## src/rtl/mdu_pkg.sv

```systemverilog
// Shared types and constants for the multiply/divide unit blocks.
// Holds the multiplier FSM state encoding and the Booth recoding operations.
// MUL_CNT_W sizes the step counter for the default operand width.
package mdu_pkg;

  localparam int MUL_PARALLELISM = 32;

  // Step counter width for a given operand width (counter runs from P+1 down to 1)
  function automatic int mul_cnt_w(input int p);
    return $clog2(p + 2);
  endfunction

  localparam int MUL_CNT_W = mul_cnt_w(MUL_PARALLELISM);

  typedef enum logic [1:0] {
    IDLE,
    RUN,
    DONE
  } mul_state_t;

  typedef enum logic [1:0] {
    NOP,
    ADD,
    SUB
  } booth_op_t;

endpackage

```

## src/rtl/booth_multiplier_if.sv

```systemverilog
// Request/response bundle between a multiplier client and booth_multiplier.
// The master drives operands and start; the slave returns busy, done and product.
// No handshake beyond start/busy: a start seen while busy is simply dropped.
interface booth_multiplier_if #(
  parameter int PARALLELISM = 32
);

  logic                       usigned_n;
  logic [PARALLELISM-1:0]     multiplicand;
  logic [PARALLELISM-1:0]     multiplier;
  logic                       start;
  logic                       busy;
  logic                       done;
  logic [2*PARALLELISM-1:0]   product;

  modport master (
    output usigned_n, multiplicand, multiplier, start,
    input  busy, done, product
  );

  modport slave (
    input  usigned_n, multiplicand, multiplier, start,
    output busy, done, product
  );

endinterface

```

## src/rtl/booth_recoder.sv

```systemverilog
// Radix-2 Booth recoder: maps (b0, guard) to an operation and the addend for it.
// Purely combinational, zero latency.
// No backpressure; subtraction is returned as ~A with a carry-in of 1.
module booth_recoder
  import mdu_pkg::*;
#(
  parameter int W = 33
) (
  input  logic         b0,
  input  logic         guard,
  input  logic [W-1:0] a,
  output logic [W:0]   addend,
  output logic         cin
);

  booth_op_t op;

  // Decode the multiplier bit pair into add / subtract / skip
  always_comb begin
    op = NOP;
    case ({b0, guard})
      2'b10:   op = SUB;
      2'b01:   op = ADD;
      default: op = NOP;
    endcase
  end

  // Sign-extend A by one bit to accumulator width and invert it for subtraction
  always_comb begin
    addend = '0;
    cin    = 1'b0;
    case (op)
      ADD: addend = {a[W-1], a};
      SUB: begin
        addend = ~{a[W-1], a};
        cin    = 1'b1;
      end
      default: begin
        addend = '0;
        cin    = 1'b0;
      end
    endcase
  end

endmodule

```

## src/rtl/booth_multiplier.sv

```systemverilog
// Sequential radix-2 Booth multiplier, signed or unsigned, PARALLELISM-bit operands.
// Latency: done pulses PARALLELISM+2 cycles after start is sampled (1 cycle for a
// zero operand when MUL_ZERO_BYPASS_EN is defined). start is ignored while busy.
module booth_multiplier
  import mdu_pkg::*;
#(
  parameter int PARALLELISM = 32
) (
  input  logic                 clk,
  input  logic                 rst,
  booth_multiplier_if.slave    bus
);

  // Operands carry one extra bit so unsigned values become non-negative signed values
  localparam int EW    = PARALLELISM + 1;
  localparam int AW    = PARALLELISM + 2;
  localparam int CNT_W = mul_cnt_w(PARALLELISM);

  mul_state_t state, state_nxt;

  logic [EW-1:0]            a_reg;
  logic [EW-1:0]            b_reg;
  logic [AW-1:0]            acc;
  logic                     guard;
  logic [CNT_W-1:0]         cnt;
  logic [2*PARALLELISM-1:0] product_reg;

  logic [EW-1:0]            a_ext;
  logic [EW-1:0]            b_ext;
  logic                     zero_op;
  logic                     accept;
  logic                     last_step;
  logic [AW-1:0]            addend;
  logic                     cin;
  logic [AW-1:0]            acc_sum;
  logic [AW-1:0]            acc_shr;
  logic [EW-1:0]            b_shr;

  assign a_ext = bus.usigned_n ? {1'b0, bus.multiplicand}
                               : {bus.multiplicand[PARALLELISM-1], bus.multiplicand};
  assign b_ext = bus.usigned_n ? {1'b0, bus.multiplier}
                               : {bus.multiplier[PARALLELISM-1], bus.multiplier};

`ifdef MUL_ZERO_BYPASS_EN
  assign zero_op = (a_ext == '0) || (b_ext == '0);
`else
  assign zero_op = 1'b0;
`endif

  assign accept    = (state == IDLE) && bus.start;
  assign last_step = (state == RUN) && (cnt == CNT_W'(1));

  booth_recoder #(
    .W (EW)
  ) u_recoder (
    .b0     (b_reg[0]),
    .guard  (guard),
    .a      (a_reg),
    .addend (addend),
    .cin    (cin)
  );

  // Add/subtract then arithmetic shift of {acc, b_reg} right by one
  assign acc_sum = acc + addend + {{(AW-1){1'b0}}, cin};
  assign acc_shr = {acc_sum[AW-1], acc_sum[AW-1:1]};
  assign b_shr   = {acc_sum[0], b_reg[EW-1:1]};

  // State register
  always_ff @(posedge clk) begin
    if (rst) begin
      state <= IDLE;
    end else begin
      state <= state_nxt;
    end
  end

  // Next-state logic; DONE always lasts exactly one cycle
  always_comb begin
    state_nxt = state;
    case (state)
      IDLE: begin
        if (bus.start) begin
          state_nxt = zero_op ? DONE : RUN;
        end
      end
      RUN: begin
        if (cnt == CNT_W'(1)) begin
          state_nxt = DONE;
        end
      end
      DONE:    state_nxt = IDLE;
      default: state_nxt = IDLE;
    endcase
  end

  // Operand capture, Booth iteration and result latch
  always_ff @(posedge clk) begin
    if (rst) begin
      a_reg       <= '0;
      b_reg       <= '0;
      acc         <= '0;
      guard       <= 1'b0;
      cnt         <= '0;
      product_reg <= '0;
    end else if (accept) begin
      a_reg <= a_ext;
      b_reg <= b_ext;
      acc   <= '0;
      guard <= 1'b0;
      cnt   <= CNT_W'(PARALLELISM + 1);
      if (zero_op) begin
        product_reg <= '0;
      end
    end else if (state == RUN) begin
      acc   <= acc_shr;
      b_reg <= b_shr;
      guard <= b_reg[0];
      cnt   <= cnt - CNT_W'(1);
      if (last_step) begin
        product_reg <= {acc_shr[PARALLELISM-2:0], b_shr};
      end
    end
  end

  assign bus.busy    = (state != IDLE);
  assign bus.done    = (state == DONE);
  assign bus.product = product_reg;

endmodule
```

## src/flat_wrapper.sv

```systemverilog
// flat-port wrapper written by rule: the top's interface ports become plain ports
module booth_multiplier_flat import mdu_pkg::*;
#(
  parameter int PARALLELISM = 32
)
  (clk, rst, bus_usigned_n, bus_multiplicand, bus_multiplier, bus_start, bus_busy, bus_done, bus_product);
  booth_multiplier_if #(.PARALLELISM(PARALLELISM)) bus_i ();
  input  logic clk;
  input  logic rst;
  input wire logic [$bits(bus_i.usigned_n)-1:0] bus_usigned_n;
  input wire logic [$bits(bus_i.multiplicand)-1:0] bus_multiplicand;
  input wire logic [$bits(bus_i.multiplier)-1:0] bus_multiplier;
  input wire logic [$bits(bus_i.start)-1:0] bus_start;
  output wire logic [$bits(bus_i.busy)-1:0] bus_busy;
  output wire logic [$bits(bus_i.done)-1:0] bus_done;
  output wire logic [$bits(bus_i.product)-1:0] bus_product;
  assign bus_i.usigned_n = bus_usigned_n;
  assign bus_i.multiplicand = bus_multiplicand;
  assign bus_i.multiplier = bus_multiplier;
  assign bus_i.start = bus_start;
  assign bus_busy = bus_i.busy;
  assign bus_done = bus_i.done;
  assign bus_product = bus_i.product;
  booth_multiplier #(.PARALLELISM(PARALLELISM)) u_core (.clk(clk), .rst(rst), .bus(bus_i));
endmodule
```

## config.mk

```make
export PLATFORM = sky130hd
export DESIGN_NAME = booth_multiplier_flat
export DESIGN_NICKNAME = d
export VERILOG_FILES = /design/src/rtl/mdu_pkg.sv /design/src/rtl/booth_multiplier_if.sv /design/src/rtl/booth_recoder.sv /design/src/rtl/booth_multiplier.sv /design/src/flat_wrapper.sv
export SDC_FILE = /design/constraint.sdc
export NUM_CORES = 1
export LEC_CHECK = 0
export CAP_MARGIN = 10
export CORE_MARGIN = 2
export CORE_UTILIZATION = 40
export CTS_BUF_LIST = sky130_fd_sc_hd__clkbuf_4
export CTS_CLUSTER_SIZE = 12
export DETAILED_ROUTE_END_ITERATION = 10
export PLACE_DENSITY = 0.62
export SYNTH_ARGS = -nofsm -noshare
export SYNTH_HDL_FRONTEND = slang
export SYNTH_SLANG_ARGS = --single-unit
```

## constraint.sdc

```tcl
create_clock -name clk -period 3.4 [get_ports clk]
set_input_delay 0.68 -clock clk [delete_from_list [all_inputs] [get_ports clk]]
set_output_delay 0.68 -clock clk [all_outputs]
set_load 0.03 [all_outputs]
```

; Yosys cells after proc, flatten, opt, wreduce, memory -nomap -nowiden
; Cells that the tools add are included.
[op_classes]
muxes = 12
add_sub_neg = 3
bitwise = 2
mul = 0
div = 0
shift = 0
n_lt_le_gt_ge = 0
n_eq_ne = 9
n_reduce_logical = 8
[ops]
columns = operator, count
row1 = two-way mux 33 bit, 4
row2 = case mux 34 bit (2 select lines), 1
row3 = adder 34 x 1 -> 34 bit, 1
row4 = adder 34 bit, 1
row5 = inverter 34 bit, 1
row6 = two-way mux 6 bit, 2
row7 = case mux 2 bit (2 select lines), 2
row8 = "equality test 2 x 1 -> 1 bit, second input constant", 3
row9 = "equality test 2 bit, second input constant", 3
row10 = "equality test 6 x 1 -> 1 bit, second input constant", 1
row11 = "subtractor 6 x 1 -> 6 bit, second input constant", 1
row12 = two-way mux 2 bit, 2
row13 = nonzero test 2 bit, 2
row14 = AND reduction 3 bit, 1
row15 = logical AND 1 bit, 2
row16 = logical NOT 2 bit, 1
row17 = "inequality test 2 x 1 -> 1 bit, second input constant", 1
row18 = "inequality test 2 bit, second input constant", 1
row19 = AND reduction 2 bit, 1
row20 = OR reduction 2 bit, 1
row21 = two-way mux 1 bit, 1
row22 = inverter 1 bit, 1
[totals]
word_cells = 42
rom_bits = 0
memories = 0
ff_bits = 172
in_bits = 68
latch_bits = 0
output_inout_bits = 66
mem_bits_rw = 0

; Depth between registers and ports, before layout
; Gate-level depths: netlist of run 1.
[logic_depth]
word_depth = 8
depth_mapped = 15
ltp_nobuf = 13

; Hierarchy
; From an unflattened synthesis of run 1, not the netlist that was laid out.
[hier_totals]
hier_cells = 1109
area_unflattened_um2 = 8725.9
[modules_own_cells]
columns = mod, area_each_um2, cells_each, instances
row1 = booth_multiplier, 8100.3, 1028, 1
row2 = booth_recoder, 625.6, 81, 1

; Least setup slack after synthesis of run 1
; OpenSTA, ideal clock, no wires.
[synth_timing]
path_type = register to register
start = reg u_core.guard
end = reg u_core.acc[23]
required_ns = 3.338
setup_ns = 0.062
n_path_buf = 2
arrival_ns = 3.392
path_stages_with_launch = 15
slack_ns = -0.054
path_cell_list = dfxtp_1 -> nor2b_1 -> clkbuf_1 -> clkbuf_1 -> a21oi_1 -> fa_1 -> fa_1 -> nand2b_1 -> a21o_1 -> a21oi_1 -> o31a_1 -> nor2_1 -> o31a_1 -> or4_1 -> nand3_1
[synth_via]
elab_chain_len = 6
[synth_rtl]
columns = element, line_no
row1 = start: declaration, booth_multiplier.sv:24  ; logic guard;
row2 = start signal: assignment, booth_multiplier.sv:117  ; guard <= b_reg[0];
row3 = equality test 2 x 1 -> 1 bit or equality test 2 bit (tied branches), booth_recoder.sv:21  ; case ({b0, guard})
row4 = case mux 2 bit (2 select lines) (*), booth_recoder.sv:21
row5 = equality test 2 bit or equality test 2 x 1 -> 1 bit (tied branches), booth_recoder.sv:32  ; case (op)
row6 = case mux 34 bit (2 select lines), booth_recoder.sv:32
row7 = adder 34 bit, booth_multiplier.sv:64  ; assign acc_sum = acc + addend + {{(AW-1){1'b0}}, cin};
row8 = adder 34 x 1 -> 34 bit (*), booth_multiplier.sv:64
row9 = end signal: assignment, booth_multiplier.sv:115  ; acc <= acc_shr;
row10 = end: declaration, booth_multiplier.sv:23  ; logic [AW-1:0] acc;
; Mark *: on every way between the ends. The rest lies on a longest branch, timed or not.
; A chain may end at the register's enable or synchronous reset.

; Final worst setup path of run 1
[layout_timing]
start = reg u_core.guard
end = reg u_core.acc[28]
; The elaborated chain is that of the path after synthesis.

==> flow_summary.yaml, run 1 <==
floorplanning:
  die_h_um: 148
  fp.coreArea_mm2: 0.0203
  rows: 52
  start_util_pct: 41.0
  io_pins: 134
  fp.dieW_um: 148
  dieArea_mm2: 0.0220
sta:
  final-hold-violation-count: 0
  fin_crit_sh_pct: 93.6
  drv_slew: 0
  fin_setup_tns_ns: 0
  setup_viol: 0
  max_slew_margin_pct: 37.8
  finClkSkew_ns: 0.0230
  rsz0062_at_grt: "no"
  fmax_ghz: 0.314
  period_minus_slack_ns: 3.18
  tightest_slew_ns: 0.931
synthesis:
  synth_top_area_cell: "dfxtp_1"
  async_reset_ff_share_pct: 0
  ys_ff_latch: 172
  synthTopCellsByArea: "dfxtp_1 41%, nand2_1 14%, a21oi_1 11%, ha_1 5.1%, o21ai_0 3.1%"
  synth.distinct_cells: 56
  yosys.area.top_type_share_pct: 41.4
  synthFlopType: "dfxtp_1"
  syn_area_mm2: 0.00831
  synth_edf_count: 0
  ys_seq_area_share_pct: 41.4
  synth_fp_nets: 1194
  synthCells: 1090
  yosys_warnings: 0
  postSynthAreaPerCell_um2: 7.63
placement:
  gp_congestion: 0.899
  dpl.hpwl_um: 15700
  portBuffers: 133
  dp_cells: 1463
clock_network:
  cts.sinks: 172
  clockBufferDepth: 2
  tritoncts: "built"
  postCtsSetupRepairBufs: 0
  cts_htree_levels: 4
  clk_pin_slew_ns: 0.17
  cts_root_buffer: "clkbuf_4"
  insertion_delay_ns: 0.58
  holdBufCountCts: 0
  cts_made_buffers: 17
setup_path:
  crit_required_ns: 3.92
  r2r_start: "u_core.guard"
  r2r_cells: 12
  path_class: "register to register"
  cp-start-kind: "register"
  worst_path_most_repeated_cell: "o21a_1"
  path_cells: "nand2b_2, buf_4, o21ai_0, ha_1, o21a_1, nor2_1, o21a_1, or4b_1, o31ai_2, and2b_1, mux2_2, o211ai_1"
  end_kind: "register"
  cp_data_arrival_time_ns: 3.70
  critPathMaxStageDelay_ns: 0.55
  worstSetupStartpoint: "u_core.guard"
  cp_slowest_cell: "or4b_1"
  path_max_fanout: 12
routing:
  drc_errors: 0
  via_count: 7834
  drtIter0Drc: 474
  drt-total-wl_um: 23100
  wire_per_inst_um: 15.4
  ant_nets: 0
  routed_via_density: 5.24
  dr.pass1.iters: 5
finish:
  drive_gt1_share_pct: 8.33
  fin_cells: 1496
  largest_reg_flops: 64
  area_growth_pct: 25.1
  num-nets-final: 1316
  layout_common_cells: "305 x nand2_1, 174 x a21oi_1, 171 x dfxtp_1, 132 x clkdlybuf4s50_1, 50 x o21ai_0"
  n_fill_cell: 2059
  mostFrequentLayoutCell: "nand2_1"
run:
  drv_cap: 0
outcome:
  outcome: "completed"
hold_path:
  hold_path.startpoint: "u_core.bus.product[7]"
  hold_path_depth: 2
  holdCritPathClass: "register to register"
grt:
  grt_pass1_vias: 7519
  antenna_found_initial: 1
  grt_use_total_pct: 21.3
  grt_pass1_wl_um: 38100
  grt.overflow.total: 0
  grt_max_degree: 77
pwr:
  p_leak_nw: 3.82
  ir_worst_vdd_mv: 0.198
  p_per_area_mw_per_mm2: 392
[synthesized netlist by cell type (2+ instances only)]
cell type and n:
nor2b_1 7, and3_1 3, nand4_1 16, or2_2 2, mux2i_1 2, o21ai_0 52
o2111ai_1 2, a211oi_1 4, nor4_1 3, nand2b_1 6, a22oi_1 32, xnor2_1 17
o31a_1 3, buf_1 13, nand3_1 32, nand3b_1 2, buf_2 2, a21o_1 15
inv_1 11, fa_1 2, clkbuf_1 61, o21a_1 10, dfxtp_1 172, nor3_1 10
or4_1 9, xor2_1 10, a31oi_1 6, a41oi_1 2, and2_1 3, o211ai_1 7
o21bai_1 2, o311a_1 2, or3_1 3, a21oi_1 177, ha_1 34, nor4b_1 2
nand2_1 305, nor2_1 31
[final cells by class]
class                   count  area [um2]  share of cell area, %
diodes                      1        2.50                 0.0241
clock inverters            15         146                   1.41
well taps                 270         338                   3.25
multi-input cells         830        4600                   44.3
clock buffers              17         128                   1.23
repair buffers            179        1690                   16.3
flip-flops and latches    172        3440                   33.1
inverters                  12        45.0                  0.433
[report_power, final]
part | internal (W) | switching, W
clock | 0.000328 | 0.000828
sequential | 0.00211 | 0.0000663
combinational | 0.000289 | 0.000456
total | 0.00273 | 0.00135
[routing by layer]
metal	up-vias	wire (um)	GRT usage, %	share of wire (%)
li1	4027	-	-	-
met1	3591	10900	28.4	47
met2	192	10400	34.1	45
met3	24	1440	5.46	6.2
met4	0	358	6.10	1.5
met5	-	0	0	0
[cell families (layout without fill, tap and decap cells)]
group	count (synthesis)	count (layout)	synth area share, %
and+or+nand+nor	438	438	22.6
AOI/OAI and AO/OA	326	326	23.1
DFF	172	172	41.4
buffers and inverters	88	223	4.00
adders and majority gates	36	36	5.60
xor gates and xnor gates	27	27	2.84
muxes	3	3	0.376
other	0	1	0
[worst max-delay path, delay by kind of cell (launching register included)]
kind / cells / cell delay [ns]
AO/OA/AOI/OAI: 5 / 0.82
multiplexers: 1 / 0.34
AND/OR/NAND/NOR: 4 / 1.01
flip-flops: 1 / 0.37
buffers and inverters: 1 / 0.20
adder cells (fa/ha/maj): 1 / 0.39
[final timing paths]
| check | end | slack [ns] |
|---|---|---|
| hold / removal | u_core.bus.product[7] | 0.46 |
| hold reg to reg | u_core.bus.product[7] | 0.46 |
| setup reg to reg | u_core.acc[28] | 0.22 |
| setup / recovery | u_core.acc[28] | 0.22 |
[per-stage QoR]
| stage | hold slack, ns | utilization (%) | worst slack (ns) | cell area (um2) | total power (W) |
|---|---|---|---|---|---|
| 3_3_place_gp | 0.442 | 49.6 | 0.146 | 10100 | 0.00296 |
| 2_1_floorplan | 0.436 | - | 0.0518 | 8320 | 0.00266 |
| 4_1_cts | 0.468 | 51.0 | 0.00820 | 10300 | 0.00413 |
| 5_1_grt | 0.489 | 51.2 | 0.00457 | 10400 | 0.00430 |
| 3_5_place_dp | 0.447 | 49.6 | 0.0950 | 10100 | 0.00296 |
| 6_report | 0.464 | 51.2 | 0.218 | 10400 | 0.00408 |
[what timing repair did]
| item | CTS | global route |
|---|---|---|
| hold endpoints to repair | 0 | 0 |
| resized for setup | 0 | 13 |
| setup endpoints to repair | 0 | 21 |
Note: power is estimated with default switching activity, not from simulation.
==> inputs of run 2 (changes only) <==
--- a/config.mk
+++ b/config.mk
@@ -7,11 +7,12 @@
 export LEC_CHECK = 0
 export CAP_MARGIN = 10
 export CORE_MARGIN = 2
-export CORE_UTILIZATION = 40
+export CORE_UTILIZATION = 50
 export CTS_BUF_LIST = sky130_fd_sc_hd__clkbuf_4
 export CTS_CLUSTER_SIZE = 12
 export DETAILED_ROUTE_END_ITERATION = 10
-export PLACE_DENSITY = 0.62
+export GPL_ROUTABILITY_DRIVEN = 0
+export PLACE_DENSITY = 0.75
 export SYNTH_ARGS = -nofsm -noshare
 export SYNTH_HDL_FRONTEND = slang
 export SYNTH_SLANG_ARGS = --single-unit
==> run 2 against run 1 <==
  * Combinational power shrank 2.7%
  * Largest power group unchanged
  * Critical endpoint is now u_core.bus.product[60]
  * Via count up 2.8%
  * Setup slack got worse by 0.032 ns
  * Largest cell class unchanged
  * Register-to-register slack got worse by 0.03 ns
==> flow_summary.yaml, run 2 (synthesized netlist as in run 1, its figures left out) <==
outcome:
  outcome: "completed"
finish:
  drive_gt1_share_pct: 6.96
  utilization_pct: 62.4
  num-nets-final: 1299
  largest_reg_flops: 64
  area_growth_pct: 23.2
  design_area_mm2: 0.0102
  n_fill_cell: 1504
  layout_common_cells: "305 x nand2_1, 174 x a21oi_1, 171 x dfxtp_1, 132 x clkdlybuf4s50_1, 52 x o21ai_0"
  mostFrequentLayoutCell: "nand2_1"
grt:
  grt_pass1_vias: 7488
  grt.overflow.total: 0
  grt_use_total_pct: 25.1
  grt_max_degree: 87
  antenna_found_initial: 1
  grt_pass1_wl_um: 36300
setup_path:
  cp_slowest_cell: "o311a_1"
  path_max_fanout: 19
  r2r_slack_ns: 0.19
  cp_data_arrival_time_ns: 3.70
  crit_required_ns: 3.89
  critPathMaxStageDelay_ns: 0.36
  path_class: "register to register"
  crit_buf_inv: 1
  end_kind: "register"
  path_delay_family: "compound AO/OA/AOI/OAI gates"
  worst_path_most_repeated_cell: "o21ai_0"
  reg2reg_to: "u_core.bus.product[60]"
  path_cells: "nand2b_2, buf_6, o21ai_0, ha_1, o211ai_1, a21o_1, a21oi_2, o311a_1, or2_2, a221oi_4, xor2_1, o21ai_0"
  cp-start-kind: "register"
  r2r_start: "u_core.guard"
  r2r_cells: 12
sta:
  finClkSkew_ns: 0.0273
  tightest_slew_ns: 0.885
  period_minus_slack_ns: 3.21
  max_slew_margin_pct: 41.0
  final-hold-violation-count: 0
  setup_viol: 0
  fmax_ghz: 0.311
  drv_slew: 0
  fin_crit_sh_pct: 94.5
clock_network:
  cts_made_buffers: 17
  cts_root_buffer: "clkbuf_4"
  insertion_delay_ns: 0.60
  clockBufferDepth: 2
  holdBufCountCts: 0
  clk_pin_slew_ns: 0.14
  cts_htree_levels: 4
  tritoncts: "built"
  cts.sinks: 172
pwr:
  p_per_area_mw_per_mm2: 406
  ir_worst_vdd_mv: 0.265
  p_leak_nw: 3.75
floorplanning:
  fp.coreArea_mm2: 0.0164
  rows: 47
  die_h_um: 133
  start_util_pct: 50.7
  fp.dieW_um: 133
  dieArea_mm2: 0.0177
  io_pins: 134
hold_path:
  hold_path.startpoint: "u_core.bus.product[50]"
  holdCritPathClass: "register to register"
  hold_path_depth: 2
  whs_endpoint: "u_core.bus.product[50]"
routing:
  drtIter0Drc: 653
  drt-total-wl_um: 22100
  wire_per_inst_um: 15.5
  dr.pass1.iters: 5
  ant_nets: 0
  via_count: 8051
  routed_via_density: 5.64
  drc_errors: 0
placement:
  dpl.hpwl_um: 15100
  portBuffers: 133
  postPlaceCellArea_mm2: 0.00987
run:
  drv_cap: 0
-- run 2: area by class of cell --
class,count,area (um2),share of cell area [%]
Antenna cell,1,2.50,0.0244
Clock buffer,18,135,1.32
Clock inverter,13,168,1.64
Inverter,12,45.0,0.440
Multi-Input combinational cell,830,4600,45.0
Sequential cell,172,3440,33.6
Tap cell,220,275,2.69
Timing Repair Buffer,162,1570,15.3
-- run 2: routing by layer --
| metal | vias to the layer above | track usage [%] | wire, um |
|---|---|---|---|
| met4 | 0 | 9.02 | 488 |
| met3 | 38 | 7.59 | 1680 |
| met1 | 3780 | 32.3 | 9790 |
| li1 | 3981 | - | - |
| met2 | 252 | 39.9 | 10100 |
| met5 | - | 0 | 0 |
-- run 2: where the power goes --
| part | switching, W | internal [W] |
|---|---|---|
| logic | 0.000448 | 0.000277 |
| clock network | 0.000741 | 0.000517 |
| registers | 0.0000694 | 0.00211 |
| total | 0.00126 | 0.00290 |
-- run 2: how the worst max path moves through the flow --
stage	start	endpoint	slack [ns]	depth (start not counted)
2_1_floorplan	u_core.guard	u_core.acc[23]	0.05	14
3_3_place_gp	u_core.guard	u_core.bus.product[60]	0.11	12
3_5_place_dp	u_core.b_reg[0]	u_core.acc[23]	0.002	13
4_1_cts	u_core.guard	u_core.acc[27]	0.04	12
5_1_grt	u_core.guard	u_core.acc[26]	-0.001	13
6_report	u_core.guard	u_core.bus.product[60]	0.19	12
-- run 2: worst register-to-register path: stages (launching register included) --
cell and delay, ns:
dfxtp_1 0.34, nand2b_2 0.22, buf_6 0.18, o21ai_0 0.18
ha_1 0.32, o211ai_1 0.20, a21o_1 0.15, a21oi_2 0.09
o311a_1 0.36, or2_2 0.34, a221oi_4 0.31, xor2_1 0.29
o21ai_0 0.13
-- run 2: per-stage QoR --
| step | setup WS (ns) | hold WS, ns | setup TNS, ns | instances | total power (W) |
|---|---|---|---|---|---|
| final | 0.186 | 0.462 | 0 | 1428 | 0.00416 |
| after global routing | -0.00104 | 0.480 | -0.00104 | 1428 | 0.00435 |
| after CTS | 0.0418 | 0.463 | 0 | 1426 | 0.00417 |
| after detailed placement | 0.00181 | 0.446 | 0 | 1395 | 0.00294 |
| after global placement | 0.110 | 0.441 | 0 | 1395 | 0.00293 |
| after floorplan | 0.0518 | 0.436 | 0 | 1090 | 0.00266 |
-- run 2: timing repair --
| item | in CTS | in global routing |
|---|---|---|
| pin swaps | 0 | 6 |
| setup buffers | 0 | 1 |
| endpoints found under the hold margin | 0 | 0 |
| resized for setup | 1 | 10 |
| gates cloned | 0 | 0 |
| endpoints found under the setup margin | 1 | 16 |
==> inputs of run 3 (changes only) <==
--- a/config.mk
+++ b/config.mk
@@ -8,7 +8,7 @@
 export CAP_MARGIN = 10
 export CORE_MARGIN = 2
 export CORE_UTILIZATION = 50
-export CTS_BUF_LIST = sky130_fd_sc_hd__clkbuf_4
+export CTS_BUF_LIST = sky130_fd_sc_hd__clkbuf_8
 export CTS_CLUSTER_SIZE = 12
 export DETAILED_ROUTE_END_ITERATION = 10
 export GPL_ROUTABILITY_DRIVEN = 0
==> run 3 against run 2 <==
  * Sequential share of layout area down 0.35 points
  * Critical endpoint is now u_core.acc[23]
  * Clock power up 19%
  * Largest cell class unchanged
  * Global-route usage up 0.11 points
  * Setup slack better by 0.0097 ns
  * Critical path depth up 1
  * Sequential cell count unchanged
  * Wire length up 0.55%
  * Sequential power about the same
  * Total power up 5.7%
  * First-iteration DRC count up 7.0%
==> flow_summary.yaml, run 3 (synthesized netlist as in run 1, its figures left out) <==
outcome:
  outcome: "completed"
grt:
  grt_use_total_pct: 25.2
  antenna_found_initial: 0
  grt_pass1_wl_um: 36400
  grt.overflow.total: 0
  grt_pass1_vias: 7510
  grt_max_degree: 87
sta:
  finalHoldWorstSlack_ns: 0.456
  finClkSkew_ns: 0.0158
  rsz0062_at_grt: "no"
  fin_crit_sh_pct: 94.2
  tightest_slew_ns: 0.884
  fin_setup_tns_ns: 0
  max_slew_margin_pct: 41.1
  final-hold-violation-count: 0
  period_minus_slack_ns: 3.20
  drv_slew: 0
  fmax_ghz: 0.312
  setup_viol: 0
floorplanning:
  die_h_um: 133
  start_util_pct: 50.7
  rows: 47
  io_pins: 134
  dieArea_mm2: 0.0177
  fp.coreArea_mm2: 0.0164
  fp.dieW_um: 133
setup_path:
  r2r_slack_ns: 0.20
  path_max_fanout: 4
  cp_data_arrival_time_ns: 3.62
  end_kind: "register"
  crit_required_ns: 3.82
  path_class: "register to register"
  r2r_start: "u_core.guard"
  reg2reg_to: "u_core.acc[23]"
  cp-start-kind: "register"
  r2r_cells: 13
clock_network:
  tritoncts: "built"
  clk_pin_slew_ns: 0.09
  insertion_delay_ns: 0.48
  clockBufferDepth: 2
  cts_made_buffers: 17
  cts_root_buffer: "clkbuf_8"
  cts.sinks: 172
  cts_htree_levels: 4
  holdBufCountCts: 0
hold_path:
  hold_path.startpoint: "u_core.bus.product[50]"
  hold_path_depth: 2
  holdCritPathClass: "register to register"
  whs_endpoint: "u_core.bus.product[50]"
finish:
  drive_gt1_share_pct: 6.88
  mostFrequentLayoutCell: "nand2_1"
  layout_common_cells: "305 x nand2_1, 175 x a21oi_1, 171 x dfxtp_1, 132 x clkdlybuf4s50_1, 52 x o21ai_0"
  num-nets-final: 1299
  utilization_pct: 63.1
  area_growth_pct: 24.5
  largest_reg_flops: 64
  num_antenna_cells: 0
run:
  drv_cap: 0
placement:
  portBuffers: 133
  dpl.hpwl_um: 15100
routing:
  drtIter0Drc: 699
  drc_errors: 0
  ant_nets: 0
  routed_via_density: 5.61
  drt-total-wl_um: 22200
  wire_per_inst_um: 15.6
  dr.pass1.iters: 5
  via_count: 8001
pwr:
  p_leak_nw: 3.79
  ir_worst_vdd_mv: 0.307
  p_total_w: 0.00440
  p_per_area_mw_per_mm2: 425
[run 3: where the power goes]
part,switching (W),total (W),internal (W)
Sequential,0.0000701,0.00218,0.00211
Clock,0.000772,0.00150,0.000723
Combinational,0.000448,0.000725,0.000278
Total,0.00129,0.00440,0.00311
[run 3: stage by stage]
stage | cell area (um2) | instances | worst slack [ns]
after global placement | 9870 | 1395 | 0.110
after detailed placement | 9870 | 1395 | 0.00181
after global routing | 10300 | 1427 | 0.0162
final | 10300 | 1427 | 0.196
after CTS | 10300 | 1426 | 0.0436
after floorplan | 8320 | 1090 | 0.0518
[run 3: worst max-delay path by stage]
| stage | startpoint | endpoint | slack (ns) | cells past startpoint |
|---|---|---|---|---|
| 2_1_floorplan | u_core.guard | u_core.acc[23] | 0.05 | 14 |
| 3_3_place_gp | u_core.guard | u_core.bus.product[60] | 0.11 | 12 |
| 3_5_place_dp | u_core.b_reg[0] | u_core.acc[23] | 0.002 | 13 |
| 4_1_cts | u_core.guard | u_core.acc[27] | 0.04 | 12 |
| 5_1_grt | u_core.guard | u_core.acc[28] | 0.02 | 13 |
| 6_report | u_core.guard | u_core.acc[23] | 0.20 | 13 |
[run 3: cell type report]
type | instances | area [um2]
Clock buffer | 17 | 234
Clock inverter | 14 | 171
Fill cell | 1494 | 6060
Inverter | 12 | 45.0
Multi-Input combinational cell | 830 | 4610
Sequential cell | 172 | 3440
Tap cell | 220 | 275
Timing Repair Buffer | 162 | 1570
[run 3: worst max-delay path: stages (launching register included)]
cell	delay (ns)
dfxtp_1	0.33
nand2b_4	0.16
nor2_1	0.11
a21oi_1	0.07
fa_2	0.36
fa_1	0.40
nand2b_1	0.18
a21o_1	0.19
a21oi_2	0.22
o31a_1	0.20
nor2_1	0.07
o31a_1	0.32
or4_1	0.47
nand3_1	0.08
[run 3: timing repair]
action | 4_1_cts | 5_1_grt
endpoints found under the setup margin | 1 | 16
buffers inserted | 0 | 1
gates resized for setup | 1 | 10
pin swaps | 0 | 4
[run 3: routing by layer]
metal	share of wire (%)	GRT usage [%]	vias to the layer above	routed length (um)
met5	0	0	-	0
met4	2.2	9.86	0	482
met3	8.1	6.78	38	1800
met2	45	40.2	259	10100
met1	44	32.4	3734	9840
li1	-	-	3970	-
